`src/rtl/reg_sched_pkg.sv`:
```
// Shared parameters for the register scoreboard: register-file geometry
// and pending-write counter limits.
package reg_sched_pkg;

    localparam int NUM_REGS   = 16;
    localparam int ADDR_W     = 4;
    localparam int CNT_W      = 2;
    localparam int INFLIGHT_W = 6;

    localparam logic [ADDR_W-1:0] ZERO_REG = 4'd0;
    localparam logic [CNT_W-1:0]  CNT_MAX  = 2'd3;

endpackage : reg_sched_pkg

```
`src/rtl/reg_pend_counter.sv`:
```
// Pending-write counter for one architectural register: counts issued but
// not yet retired writes and flags a retire with nothing outstanding.
module reg_pend_counter
    import reg_sched_pkg::*;
(
    input  logic             clk,
    input  logic             rst,
    input  logic             inc,
    input  logic             dec,
    output logic [CNT_W-1:0] cnt,
    output logic             nonzero,
    output logic             is_one,
    output logic             full,
    output logic             underflow
);

    logic [CNT_W-1:0] cnt_q;
    logic [CNT_W-1:0] cnt_d;

    // Next count; a simultaneous issue and retire cancel out.
    always_comb begin
        cnt_d     = cnt_q;
        underflow = 1'b0;
        case ({inc, dec})
            2'b10: begin
                if (cnt_q != CNT_MAX) begin
                    cnt_d = cnt_q + CNT_W'(1);
                end else begin
                    cnt_d = cnt_q;
                end
            end
            2'b01: begin
                if (cnt_q != {CNT_W{1'b0}}) begin
                    cnt_d = cnt_q - CNT_W'(1);
                end else begin
                    underflow = 1'b1;
                end
            end
            default: cnt_d = cnt_q;
        endcase
    end

    // Counter register.
    always_ff @(posedge clk) begin
        if (rst) begin
            cnt_q <= {CNT_W{1'b0}};
        end else begin
            cnt_q <= cnt_d;
        end
    end

    assign cnt     = cnt_q;
    assign nonzero = (cnt_q != {CNT_W{1'b0}});
    assign is_one  = (cnt_q == CNT_W'(1));
    assign full    = (cnt_q == CNT_MAX);

endmodule : reg_pend_counter

```
`src/rtl/reg_scoreboard.sv`:
```
// Register scoreboard: tracks outstanding writes per register and stalls
// issue on read-after-write and pending-write capacity hazards.
module reg_scoreboard
    import reg_sched_pkg::*;
(
    input  logic                  clk,
    input  logic                  rst,
    input  logic                  issue_valid,
    input  logic [ADDR_W-1:0]     issue_src1,
    input  logic                  issue_use1,
    input  logic [ADDR_W-1:0]     issue_src2,
    input  logic                  issue_use2,
    input  logic                  issue_wr,
    input  logic [ADDR_W-1:0]     issue_dst,
    input  logic                  wb_valid,
    input  logic [ADDR_W-1:0]     wb_dst,
    output logic                  stall,
    output logic [NUM_REGS-1:0]   busy,
    output logic [INFLIGHT_W-1:0] inflight,
    output logic                  err
);

    logic [CNT_W-1:0]    cnt_s [1:NUM_REGS-1];
    logic [NUM_REGS-1:0] nonzero_s;
    logic [NUM_REGS-1:0] is_one_s;
    logic [NUM_REGS-1:0] full_s;
    logic [NUM_REGS-1:0] underflow_s;
    logic [NUM_REGS-1:0] inc_s;
    logic [NUM_REGS-1:0] dec_s;
    logic                haz1_s;
    logic                haz2_s;
    logic                cap_s;
    logic                accept_s;
    logic                err_q;

    // Register 0 is hardwired zero and is never tracked.
    assign nonzero_s[0]   = 1'b0;
    assign is_one_s[0]    = 1'b0;
    assign full_s[0]      = 1'b0;
    assign underflow_s[0] = 1'b0;
    assign inc_s[0]       = 1'b0;
    assign dec_s[0]       = 1'b0;

    for (genvar i = 1; i < NUM_REGS; i++) begin : g_reg
        assign inc_s[i] = accept_s && (issue_dst == ADDR_W'(i));
        assign dec_s[i] = wb_valid && (wb_dst == ADDR_W'(i));

        reg_pend_counter u_cnt (
            .clk       (clk),
            .rst       (rst),
            .inc       (inc_s[i]),
            .dec       (dec_s[i]),
            .cnt       (cnt_s[i]),
            .nonzero   (nonzero_s[i]),
            .is_one    (is_one_s[i]),
            .full      (full_s[i]),
            .underflow (underflow_s[i])
        );
    end

    // Hazards; a same-cycle retire of the last pending write bypasses.
    always_comb begin
        haz1_s = issue_use1 && (issue_src1 != ZERO_REG) && nonzero_s[issue_src1]
                 && !(wb_valid && (wb_dst == issue_src1) && is_one_s[issue_src1]);
        haz2_s = issue_use2 && (issue_src2 != ZERO_REG) && nonzero_s[issue_src2]
                 && !(wb_valid && (wb_dst == issue_src2) && is_one_s[issue_src2]);
        cap_s  = issue_wr && (issue_dst != ZERO_REG) && full_s[issue_dst]
                 && !(wb_valid && (wb_dst == issue_dst));
        if (issue_valid) begin
            stall = haz1_s || haz2_s || cap_s;
        end else begin
            stall = 1'b0;
        end
    end

    assign accept_s = issue_valid && !stall && issue_wr && (issue_dst != ZERO_REG);

    // Total outstanding writes across all tracked registers.
    always_comb begin
        inflight = {INFLIGHT_W{1'b0}};
        for (int i = 1; i < NUM_REGS; i++) begin
            inflight = inflight + INFLIGHT_W'(cnt_s[i]);
        end
    end

    // Sticky underflow flag, cleared only by reset.
    always_ff @(posedge clk) begin
        if (rst) begin
            err_q <= 1'b0;
        end else if (|underflow_s) begin
            err_q <= 1'b1;
        end else begin
            err_q <= err_q;
        end
    end

    assign busy = nonzero_s;
    assign err  = err_q;

endmodule : reg_scoreboard

```
`config.mk`:
```
export PLATFORM = sky130hd
export DESIGN_NAME = reg_scoreboard
export DESIGN_NICKNAME = d
export VERILOG_FILES = /design/src/rtl/reg_sched_pkg.sv /design/src/rtl/reg_pend_counter.sv /design/src/rtl/reg_scoreboard.sv
export SDC_FILE = /design/constraint.sdc
export NUM_CORES = 1
export LEC_CHECK = 0
export ABC_AREA = 1
export CORE_UTILIZATION = 59
export DETAILED_ROUTE_END_ITERATION = 10
export HOLD_SLACK_MARGIN = 0.03
export PLACE_DENSITY = 0.83
export SLEW_MARGIN = 20
export SYNTH_ARGS = -nofsm -noshare
export SYNTH_HDL_FRONTEND = slang
export SYNTH_HIERARCHICAL = 1
export SYNTH_SLANG_ARGS = --single-unit
```
`constraint.sdc`:
```
create_clock -name clk -period 6.8 [get_ports clk]
set_input_delay 1.02 -clock clk [delete_from_list [all_inputs] [get_ports clk]]
set_output_delay 1.02 -clock clk [all_outputs]
set_load 0.01 [all_outputs]
```
==> impl_metrics.ini <==
[run_status]
status = finished, final reports clean

[placement]
gp_congestion = 0.9331
hpwl_mm = 11.48
dpl_cell_area_sq_mm = 0.005339
port_buffers = 45

[critical_path]
crit_slowest_cell = clkdlybuf4s50_1
crit_type = reg -> out
startpoint_type = register
reg2regPathDepth = 19
endpoint_kind = primary output
worst-path-buf-inv = 6
slowest_delay_ns = 0.56
worst_r2r_startpoint = g_reg[3].u_cnt/cnt[1]$_SDFFE_PP0P_
cp.arrival_ns = 4.83
r2r_end = err$_SDFFE_PP0P_
critical-path-top-delay-family = adder cells
crit_path_end = inflight[5]
crit_path_frequent_cell = fa_1
path_cells = inv_1 > fa_1 > inv_1 > fa_1 > fa_1 > fa_1 > inv_1 > fa_1 > inv_1 > ha_1 > inv_1 > fa_1 > o21ai_0 > clkdlybuf4s50_1
critPathMaxFanout = 4
cp-startpoint = g_reg[12].u_cnt/cnt[1]$_SDFFE_PP0P_
cp.required_ns = 5.78
rrSetupSlack_ns = 3.66
worstSetupPathDepth = 14

[power_and_ir_drop]
power.density_mw_per_mm2 = 88.35
p_leak_uw = 0.002672
peakVddDrop_mv = 0.1280

[synth]
synthDistinctLibCells = 30
synth_seq_cells = 31
synthesis.nets = 910
yosys.area.top_type = nand2_1
syn_area_per_cell_sq_um = 5.973
synthCells = 810
synthTopCellsByCount = 244 x nand2_1, 167 x inv_1, 94 x nor2_1, 73 x nand3_1, 52 x ha_1
synth_top_area_share_pct = 18.93
ys_async_sr_fraction_pct = 0
ys_warn_count = 6
synth.most_common_cell = nand2_1
netlist_area_sq_mm = 0.004838
synth.area.top_cells = nand2_1 19%, ha_1 13%, inv_1 13%
synth_ff_type = dfxtp_1
yosysSeqAreaShare_pct = 12.83
synth_edf_count = 0

[cts]
ctsRootBufferMaster = clkbuf_8
htree_levels = 2
clkTransAtPathRegs_ns = 0.07
cts_resized = 0
clock-sinks = 31
clkLatencyLatePin_ns = 0.29
hold_buffers = 0
cts_buffers = 5
cts_tree = yes
cts_setup_buffers = 0
clock_path_buffers = 2

[timing]
fin_setup_tns_ns = 0
period_needed_ns = 5.848
worst_pin_slew_ns = 0.7896
skew_ns = 0.009065
finalMaxSlewViolations = 0
rsz0062_at_grt = no
finalHoldViolCount = 0
holdWs_ns = 0.5567
relSlewSlack_pct = 47.20
setup_viol = 0
min_period_over_period_pct = 86.00
clock.fmax_ghz = 0.1710

[final_layout]
finalInstanceArea_sq_mm = 0.005428
diodes = 0
nets = 952
syn_to_final_growth_pct = 12.18
drive_gt1_share_pct = 7.972

[routing]
vias = 5083
post_drt_via_cell_ratio = 5.323
drc = 0
firstDrtPassIters = 6
drt-wirelength-per-cell_microns = 14.66
drtIter0Drc = 366
drt-total-wl_mm = 14.00
detail-route-antenna-nets = 0

[hold_path]
hold_class = reg -> reg

[flow_run]
cap_violations = 0

[die]
initial_core_util_pct = 61.65
fp-row-count = 32
die_area_sq_mm = 0.008566
core_area_sq_mm = 0.007848
die_y_microns = 92.56
ios = 47
die-width_microns = 92.56

[global_routing]
grtUsageTotal_pct = 34.23
overflow = 0
grt_pass1_wl_mm = 22.71
grt_pass1_vias = 4820
antenna_found_initial = 0
grt_max_degree = 19
-- worst min path at each step --
stage	start	to	slack (ns)	depth (start not counted)
after floorplan	g_reg[10].u_cnt/cnt[1]$_SDFFE_PP0P_	g_reg[10].u_cnt/cnt[1]$_SDFFE_PP0P_	0.51	2
after global placement	g_reg[8].u_cnt/cnt[1]$_SDFFE_PP0P_	g_reg[8].u_cnt/cnt[1]$_SDFFE_PP0P_	0.53	2
after detailed placement	g_reg[9].u_cnt/cnt[1]$_SDFFE_PP0P_	g_reg[9].u_cnt/cnt[1]$_SDFFE_PP0P_	0.54	2
after CTS	g_reg[9].u_cnt/cnt[1]$_SDFFE_PP0P_	g_reg[9].u_cnt/cnt[1]$_SDFFE_PP0P_	0.56	2
after global routing	g_reg[10].u_cnt/cnt[1]$_SDFFE_PP0P_	g_reg[10].u_cnt/cnt[1]$_SDFFE_PP0P_	0.58	2
final	g_reg[9].u_cnt/cnt[1]$_SDFFE_PP0P_	g_reg[9].u_cnt/cnt[1]$_SDFFE_PP0P_	0.56	2
-- flip-flops by register name (all words and copies together), names as in the netlist --
signal       count
err              1
g.u_cnt/cnt     30
-- where the power goes --
group	internal [uW]	total, uW	switching (uW)
combinational	52.9	140	87.3
clock	71.2	152	80.3
sequential	184	188	3.70
-- kinds of logic after synthesis --
| logic type | Yosys count | share of synthesized area (%) |
|---|---|---|
| and+or+nand+nor | 491 | 44.74 |
| adders and majority gates | 77 | 23.79 |
| DFF | 31 | 12.83 |
| other | 1 | 0.07751 |
| buffers and inverters | 182 | 14.95 |
| AOI/OAI and AO/OA | 24 | 2.896 |
| xor gates and xnor gates | 4 | 0.7242 |
-- metal layers --
| metal | wire length, microns | part of all wire, % | global-route usage [%] |
|---|---|---|---|
| met5 | 0 | 0 | 0 |
| met4 | 439 | 3.1 | 13.93 |
| met3 | 1201 | 8.6 | 4.187 |
| met2 | 6613 | 47 | 59.44 |
| met1 | 5742 | 41 | 42.76 |
-- layout by cell type, fill, tap and decap left out, drive strengths merged, types with 4 or more instances in the layout --
master         instances
fa                    25
a21oi                  9
clkdlybuf4s50         45
nor2                 131
nand2                260
o21ai                  7
inv                  172
nor4                   4
ha                    52
nand3                 73
nor3                   7
dfxtp                 31
nand3b                15
clkbuf                 5
-- final cells by class --
class,count,area (sq um)
clock buffer,5,68.82
clock inverter,3,20.02
fill,731,2420
inverter,172,645.6
multi-input combinational,597,3495
sequential,31,620.6
tap,102,127.6
timing repair buffer,45,450.4
-- per-stage QoR --
| step | std cells | util, % | setup WS [ns] | power (uW) |
|---|---|---|---|---|
| final | 955 | 69.16 | 0.9521 | 479.5 |
| after CTS | 955 | 69.16 | 0.9228 | 480.4 |
| after global placement | 947 | 68.03 | 1.325 | 326.1 |
| after global routing | 955 | 69.16 | 0.6843 | 505.7 |
| after floorplan | 810 | - | 1.850 | 278.9 |
| after detailed placement | 947 | 68.03 | 1.259 | 328.7 |
-- worst register-to-register path: cells and delay by family (launching register included) --
kind / cells / cell delay, ns
adders and majority gates: 1 / 0.14
AOI/OAI and AO/OA: 1 / 0.19
and+or+nand+nor: 12 / 1.77
buffers and inverters: 5 / 0.45
DFF: 1 / 0.40
Note: power is estimated with default switching activity, not from simulation.
